File: config.mk
export PLATFORM = sky130hd
export DESIGN_NAME = parity_frame_ctrl
export DESIGN_NICKNAME = d
export VERILOG_FILES = /design/src/rtl/parity_frame_ctrl.sv
export SDC_FILE = /design/constraint.sdc
export NUM_CORES = 1
export LEC_CHECK = 0
export BUFFER_PORTS_ARGS = -buffer_cell sky130_fd_sc_hd__buf_2
export CAP_MARGIN = 10
export CORE_ASPECT_RATIO = 0.9
export CORE_MARGIN = 2
export CORE_UTILIZATION = 50
export CTS_CLUSTER_DIAMETER = 120
export CTS_CLUSTER_SIZE = 40
export DETAILED_ROUTE_END_ITERATION = 8
export PLACE_DENSITY = 0.73
export SYNTH_ARGS = -nofsm -noshare
export SYNTH_HDL_FRONTEND = slang
export SYNTH_SLANG_ARGS = --single-unit
File: constraint.sdc
create_clock -name clk -period 1.7 [get_ports clk]
set_input_delay 0.085 -clock clk [delete_from_list [all_inputs] [get_ports clk]]
set_output_delay 0.085 -clock clk [all_outputs]
set_load 0.1 [all_outputs]
File: src/rtl/parity_frame_ctrl.sv
// parity_frame_ctrl: frames data words with per-word parity and a column-parity trailer
module parity_frame_ctrl #(
  parameter int DATA_W     = 4,
  parameter int FRAME_LEN  = 4,
  parameter bit ODD_PARITY = 1'b0
) (
  input  logic              clk,
  input  logic              rst_n,
  input  logic              in_valid,
  output logic              in_ready,
  input  logic [DATA_W-1:0] in_data,
  output logic              out_valid,
  input  logic              out_ready,
  output logic [DATA_W-1:0] out_data,
  output logic              out_par,
  output logic              out_last,
  output logic [7:0]        frame_cnt,
  output logic              busy
);
  typedef enum logic [1:0] {IDLE, DATA, TRAILER, SENT} state_t;
  state_t state, state_nx;
  logic [7:0] cnt;
  logic [DATA_W-1:0] acc;
  logic slot_free, in_xfer, out_xfer, last_word, load_trl, trl_done;
  // handshake and control strobes derived from state and output slot
  always_comb begin
    slot_free = !out_valid | out_ready;
    in_ready  = slot_free & (state == IDLE | state == DATA);
    in_xfer   = in_valid & in_ready;
    out_xfer  = out_valid & out_ready;
    last_word = in_xfer & (cnt == 8'(FRAME_LEN - 1));
    load_trl  = (state == TRAILER) & slot_free;
    trl_done  = (state == SENT) & out_xfer;
    busy      = (state != IDLE) | out_valid;
  end
  // state register
  always_ff @(posedge clk or negedge rst_n)
    if (!rst_n) state <= IDLE;
    else state <= state_nx;
  // next-state: trailer follows the last data word, input reopens after trailer handshake
  always_comb begin
    state_nx = state;
    case (state)
      IDLE:    if (in_xfer) state_nx = last_word ? TRAILER : DATA;
      DATA:    if (last_word) state_nx = TRAILER;
      TRAILER: if (slot_free) state_nx = SENT;
      SENT:    if (out_xfer) state_nx = IDLE;
      default: state_nx = IDLE;
    endcase
  end
  // word counter, column parity accumulator and completed-frame counter
  always_ff @(posedge clk or negedge rst_n)
    if (!rst_n) begin
      cnt       <= '0;
      acc       <= '0;
      frame_cnt <= '0;
    end else if (trl_done) begin
      cnt       <= '0;
      acc       <= '0;
      frame_cnt <= frame_cnt + 8'd1;
    end else if (in_xfer) begin
      cnt <= cnt + 8'd1;
      acc <= acc ^ in_data;
    end
  // single output register; holds contents while the sink stalls
  always_ff @(posedge clk or negedge rst_n)
    if (!rst_n) begin
      out_valid <= 1'b0;
      out_data  <= '0;
      out_par   <= 1'b0;
      out_last  <= 1'b0;
    end else if (in_xfer) begin
      out_valid <= 1'b1;
      out_data  <= in_data;
      out_par   <= ^in_data ^ ODD_PARITY;
      out_last  <= 1'b0;
    end else if (load_trl) begin
      out_valid <= 1'b1;
      out_data  <= acc;
      out_par   <= ^acc ^ ODD_PARITY;
      out_last  <= 1'b1;
    end else if (slot_free) begin
      out_valid <= 1'b0;
    end
endmodule

### After elaboration in Yosys (flattened, before gate mapping)

Index checks and enable logic that the tools add are counted.

| word-level totals | value |
|---|---|
| logic and storage cells | 56 |
| bits in latches | 0 |
| bits in registers | 29 |
| memories kept | 0 |
| RAM bits | 0 |
| bits in read-only memories | 0 |

| operators by class | value |
|---|---|
| shift-type cells | 0 |
| eq/ne operators | 8 |
| bitwise gates (word level) | 10 |
| add/subtract/negate cells | 2 |
| order comparisons | 0 |
| multiplexer cells | 19 |
| divide/modulo/power cells | 0 |
| reductions and logical operators | 9 |
| multiply operators | 0 |

Operators by type and width:

| kind | count |
|---|---|
| 8-bit by 1-bit adder with 8-bit output (second input constant) | 2 |
| 4-bit 2-to-1 mux | 4 |
| 8-bit 2-to-1 mux | 2 |
| 2-bit 2-to-1 mux | 5 |
| 8-bit by 2-bit equality test with 1-bit output (second input constant) | 1 |
| 2-bit inequality test (second input constant) | 4 |
| 2-bit case mux with 4 select lines | 1 |
| 4-bit XOR reduction | 2 |
| 1-bit 2-to-1 mux | 7 |
| 1-bit bitwise AND | 6 |
| 2-bit nonzero test | 3 |
| 2-bit equality test (second input constant) | 2 |
| 4-bit AND reduction | 1 |
| 4-bit XOR | 1 |
| 1-bit bitwise OR | 3 |
| 3-bit nonzero test | 1 |
| 2-bit by 1-bit equality test with 1-bit output (second input constant) | 1 |
| 2-bit logical NOT | 1 |
| 1-bit logical NOT | 1 |

### Longest topological paths before layout

| depth | value |
|---|---|
| depth after elaboration | 8 |
| mapped depth | 8 |

### Least setup slack after synthesis

OpenSTA, ideal clock, no wires.

| path | value |
|---|---|
| kind | register to output |
| start | register out_valid |
| end | output in_ready |
| arrival | 2396 ps |
| slack | -781 ps |
| required time | 1615 ps |
| stages on the path, launching flop included | 3 |
| path buffers | 0 |
| cells stage by stage | dfrtp_1 nor2b_2 nor2_1 |

| on the way | value |
|---|---|
| longest elaborated chain between the ends | 3 |

RTL lines:

| what | RTL line | source |
|---|---|---|
| from (decl) | 12 | `output logic out_valid,` |
| from (signal assigned) | 68 | `out_valid <= 1'b0;` |
| from (signal assigned) | 73 | `out_valid <= 1'b1;` |
| from (signal assigned) | 78 | `out_valid <= 1'b1;` |
| 1-bit logical NOT | 27 | `slot_free = !out_valid \| out_ready;` |
| 1-bit bitwise OR | 27 |  |
| 1-bit bitwise AND | 28 | `in_ready = slot_free & (state == IDLE \| state == DATA);` |
| to (decl) | 10 | `output logic in_ready,` |

No other way between the ends.

### Worst setup path after layout

| path | value |
|---|---|
| start | register state[0] |
| end | output in_ready |

| on the way | value |
|---|---|
| longest elaborated chain between the ends | 3 |
| elaborated cells on any way between the ends | 4 |

RTL lines:

| what | RTL line | source |
|---|---|---|
| from (decl) | 21 | `state_t state, state_nx;` |
| from (signal assigned) | 39 | `else state <= state_nx;` |
| 2-bit by 1-bit equality test with 1-bit output / 2-bit logical NOT (equally long branches) | 28 |  |
| 1-bit bitwise OR * | 28 |  |
| 1-bit bitwise AND * | 28 |  |

Mark *: on every way between the ends. The rest lies on a longest branch, timed or not.

==> summary.md <==
| Metric | Value |
|---|---|
| Number of H-tree levels | 2 |
| Area growth, synth to finish | 26.1% |
| Diodes inserted | 0 |
| Die ar. | 0.00357 mm² |
| Leading cell types in the layout, fill and taps excluded | sky130_fd_sc_hd__dfrtp_1, sky130_fd_sc_hd__buf_2, sky130_fd_sc_hd__nand2_1, sky130_fd_sc_hd__nor2_1, sky130_fd_sc_hd__buf_4 |
| Maximum VDD drop | 370 µV |
| Fraction of power consumed by sequential logic | 59.6% |
| Total I/O pin count | 25 |
| Register-to-register path setup slack | 0.05 ns |
| Hold path startpoint | in_data[1] |
| Reported max-cap violation count | 0 |
| Violation count after the first detailed-route iteration | 108 |
| Die Span Y | 56.9 µm |
| Worst setup skew after layout | 0.00753 ns |
| Maximum clock frequency | 601 MHz |
| Final global-route overflow total | 0 |
| Root Buffer Master | sky130_fd_sc_hd__clkbuf_4 |
| Non-filler cells, final | 235 |
| Cell row count | 19 |
| Routed via count | 1,249 |
| Sw frac | 22.3% |
| Worst setup EP type | output port |
| Vias in the first global route | 1,270 |
| Placed instance area | 0.00181 mm² |
| Post-route cell area | 0.00196 mm² |
| Number of nets at the end of the flow | 207 |
| Half-perimeter wire length after detailed placement | 2470 µm |
| Clock buffers created by TritonCTS | 5 |
| Final number of max-transition violations | 0 |
| Power share of the clock group | 37.0% |
| Most common library cell in the layout ignoring fill and taps | sky130_fd_sc_hd__dfrtp_1 |
| Final worst-path cycle share | 98.0% |
| Worst-path clk slew | 0.09 ns |
| Antenna violation net count after detailed routing | 0 |
| Total standard cell area after synthesis | 0.00155 mm² |
| Sum of negative setup slack | 0 ns |
| Pint | 898 µW |
| # DRC | 0 |
| Required time reported for the critical path endpoint | 1.62 ns |
| Detailed-route wire length | 3360 µm |
| Transition at the pin with the smallest max-transition slack | 0.635 ns |
| Multi-input logic area | 860 µm² |
| Antenna violations before repair | 0 |
| HP Class | input pin to register |
| Final setup fails | 0 |
| Cells on Worst Hold Path | 3 |
| Pin count of the biggest net entering global routing | 30 |
| Standard cell core area | 0.00302 mm² |
| Setup slack after placement | -0.0306 ns |
| Final worst hold slack | 0.105 ns |
| Post-synthesis average cell area | 10.1 µm² |
| Reg-to-reg critical path endpoint | out_valid$_DFFE_PN0P_ |
| Clock latency on the worst-skew pair | 0.33 ns |
| Die Wd | 62.7 µm |
| CTS tree | yes |
| Routed length per placed instance | 14.3 µm |
| Total power divided by cell area | 590 mW/mm² |
| Result of the run | completed |
| Kind of start point of the critical path | register |
| Starting density of the core | 51.4% |
| Crit path arrival time | 1.58 ns |
| Global-route wire length before repair | 5780 µm |
| Crit path setup slack, layout | 0.0348 ns |
| Via density per instance | 5.31 |
| Post-layout min period | 1.67 ns |
| Maximum buffer depth of the clock tree | 2 |
| Clk sink count | 29 |
| Tightest slew margin relative to the limit | 57.7% |
| Maximum fanout along the worst path | 6 |
| Register bit total from synthesis | 29 |
| Worst Reg-to-Reg Cells | 5 |
| Part of the power in combinational logic | 3.4% |
| Post-Syn Nets | 167 |
| Leakage | 0.000984 µW |
| Number of I/O port buffers | 24 |
| Number of search-and-repair iterations in the first detailed-routing pass | 4 |
| Count of warnings emitted by yosys | 0 |
| Destination of the worst hold path | out_data[1]$_DFFE_PN0P_ |
| Part of the Yosys area used for sequential elements | 46.7% |
| Switching Power | 258 µW |
| Total count of hold-check failures in the final report | 0 |
| Global placement routability congestion | 0.779 |
| Synth Instances | 153 |
| Unique cell type count in the Yosys netlist | 33 |
| GRT Resource Usage Total | 21.2% |
| Unrepaired setup endpoints after global routing | yes |
| Setup CP Type | register to output port |
| Fill cell total of the finished layout | 243 |
| RR Startpoint | state[0]$_DFFE_PN0P_ |
| Share of post-route cells with drive strength above 1 | 36.3% |
| Total instance count after detailed placement | 225 |
| Sequential standard cell area | 733 µm² |
## final cells by class
cell class / instances / share of cell area [%]
Timing Repair Buffer: 39 / 12.8
Inverter: 2 / 0.383
Multi-Input combinational cell: 116 / 43.9
Tap cell: 42 / 2.68
Clock buffer: 7 / 2.81
Sequential cell: 29 / 37.4
## logic make-up (layout without fill, tap and decap cells)
| kind of cell | count (synthesis) | count (layout) | share of synthesized area [%] |
|---|---|---|---|
| and+or+nand+nor | 63 | 63 | 21.7 |
| AOI/OAI and AO/OA | 19 | 19 | 7.49 |
| xor gates and xnor gates | 21 | 21 | 11.8 |
| adders and majority gates | 6 | 6 | 4.83 |
| DFF | 29 | 29 | 46.7 |
| muxes | 7 | 7 | 4.59 |
| buffers and inverters | 8 | 48 | 2.82 |
## metrics by stage
stage | total power (µW) | util, %
after global routing | 1200 | 64.9
after global placement | 740 | 59.9
after CTS | 1160 | 62.2
final | 1160 | 64.9
after floorplan | 717 | -
after detailed placement | 741 | 59.9
## cells in the mapped netlist
| cell type | number | area share (%) |
|---|---|---|
| sky130_fd_sc_hd__nor3_2 | 1 | 0.64 |
| sky130_fd_sc_hd__or4_1 | 1 | 0.48 |
| sky130_fd_sc_hd__a31o_2 | 2 | 1.1 |
| sky130_fd_sc_hd__o21ai_0 | 5 | 1.6 |
| sky130_fd_sc_hd__nand2b_1 | 3 | 1.2 |
| sky130_fd_sc_hd__nand2_1 | 15 | 3.6 |
| sky130_fd_sc_hd__or2_2 | 1 | 0.40 |
| sky130_fd_sc_hd__buf_2 | 2 | 0.64 |
| sky130_fd_sc_hd__or3_1 | 2 | 0.81 |
| sky130_fd_sc_hd__nor2_1 | 16 | 3.9 |
| sky130_fd_sc_hd__nand3_1 | 6 | 1.9 |
| sky130_fd_sc_hd__nor4b_2 | 1 | 0.97 |
| sky130_fd_sc_hd__buf_4 | 1 | 0.48 |
| sky130_fd_sc_hd__mux2_2 | 1 | 0.73 |
| sky130_fd_sc_hd__xnor2_1 | 13 | 7.3 |
| sky130_fd_sc_hd__ha_1 | 6 | 4.8 |
| sky130_fd_sc_hd__or2_1 | 1 | 0.40 |
| sky130_fd_sc_hd__buf_6 | 1 | 0.73 |
| sky130_fd_sc_hd__nand3_4 | 1 | 1.1 |
| sky130_fd_sc_hd__inv_1 | 2 | 0.48 |
| sky130_fd_sc_hd__nor2b_2 | 1 | 0.56 |
| sky130_fd_sc_hd__mux2i_1 | 6 | 3.9 |
| sky130_fd_sc_hd__a221oi_1 | 1 | 0.56 |
| sky130_fd_sc_hd__o31ai_1 | 1 | 0.48 |
| sky130_fd_sc_hd__clkbuf_1 | 2 | 0.48 |
| sky130_fd_sc_hd__dfrtp_1 | 29 | 47 |
| sky130_fd_sc_hd__a21o_1 | 1 | 0.48 |
| sky130_fd_sc_hd__nand4_1 | 7 | 2.8 |
| sky130_fd_sc_hd__and3_1 | 4 | 1.6 |
| sky130_fd_sc_hd__a21oi_1 | 8 | 2.6 |
| sky130_fd_sc_hd__xor2_1 | 8 | 4.5 |
| sky130_fd_sc_hd__nor4_1 | 3 | 1.2 |
| sky130_fd_sc_hd__a221o_1 | 1 | 0.64 |
## critical path: stages (launching register included)
cell and delay (ns):
sky130_fd_sc_hd__dfrtp_1 0.44, sky130_fd_sc_hd__inv_2 0.09, sky130_fd_sc_hd__ha_4 0.19, sky130_fd_sc_hd__nor2_4 0.16
sky130_fd_sc_hd__buf_4 0.16, sky130_fd_sc_hd__nor2_4 0.04, sky130_fd_sc_hd__buf_12 0.17
## repair_timing
item	in CTS	in global routing
pin swaps	0	6
setup endpoints to repair	4	15
gates resized for setup	2	15
hold buffers	1	0
endpoints found under the hold margin	29	0
setup buffers	0	2
gates cloned	0	0
## state kept, by name, summed over array words and instances (netlist names)
| signal | flops |
|---|---|
| state | 2 |
| cnt | 8 |
| out_data | 4 |
| out_valid | 1 |
| out_last | 1 |
| out_par | 1 |
| frame_cnt | 8 |
| acc | 4 |
## how the worst max path moves through the flow
stage | from | endpoint | cells after the start
global placement | state[0]$_DFFE_PN0P_ | cnt[7]$_DFFE_PN0P_ | 6
detailed placement | state[0]$_DFFE_PN0P_ | cnt[7]$_DFFE_PN0P_ | 6
finish | state[0]$_DFFE_PN0P_ | in_ready | 6
global route | state[0]$_DFFE_PN0P_ | cnt[3]$_DFFE_PN0P_ | 6
floorplan | out_valid$_DFFE_PN0P_ | state[0]$_DFFE_PN0P_ | 4
CTS | state[0]$_DFFE_PN0P_ | in_ready | 6
## routing by layer
layer,vias to the layer above,GRT usage [%],routed length (µm)
li1,609,-,-
met1,599,26.0,1470
met2,33,35.0,1670
met3,8,6.61,160
met4,0,7.94,60
met5,-,0,0
## power groups by stage
stage | clock [µW] | sequential [µW] | combinational [µW]
3_5_place_dp | 0 | 703 | 38.0
5_1_grt | 467 | 689 | 45.4
6_report | 428 | 689 | 39.2
2_1_floorplan | 0 | 703 | 13.6
3_3_place_gp | 0 | 703 | 36.8
4_1_cts | 432 | 689 | 39.8
Power figures use the tool's default switching activity.
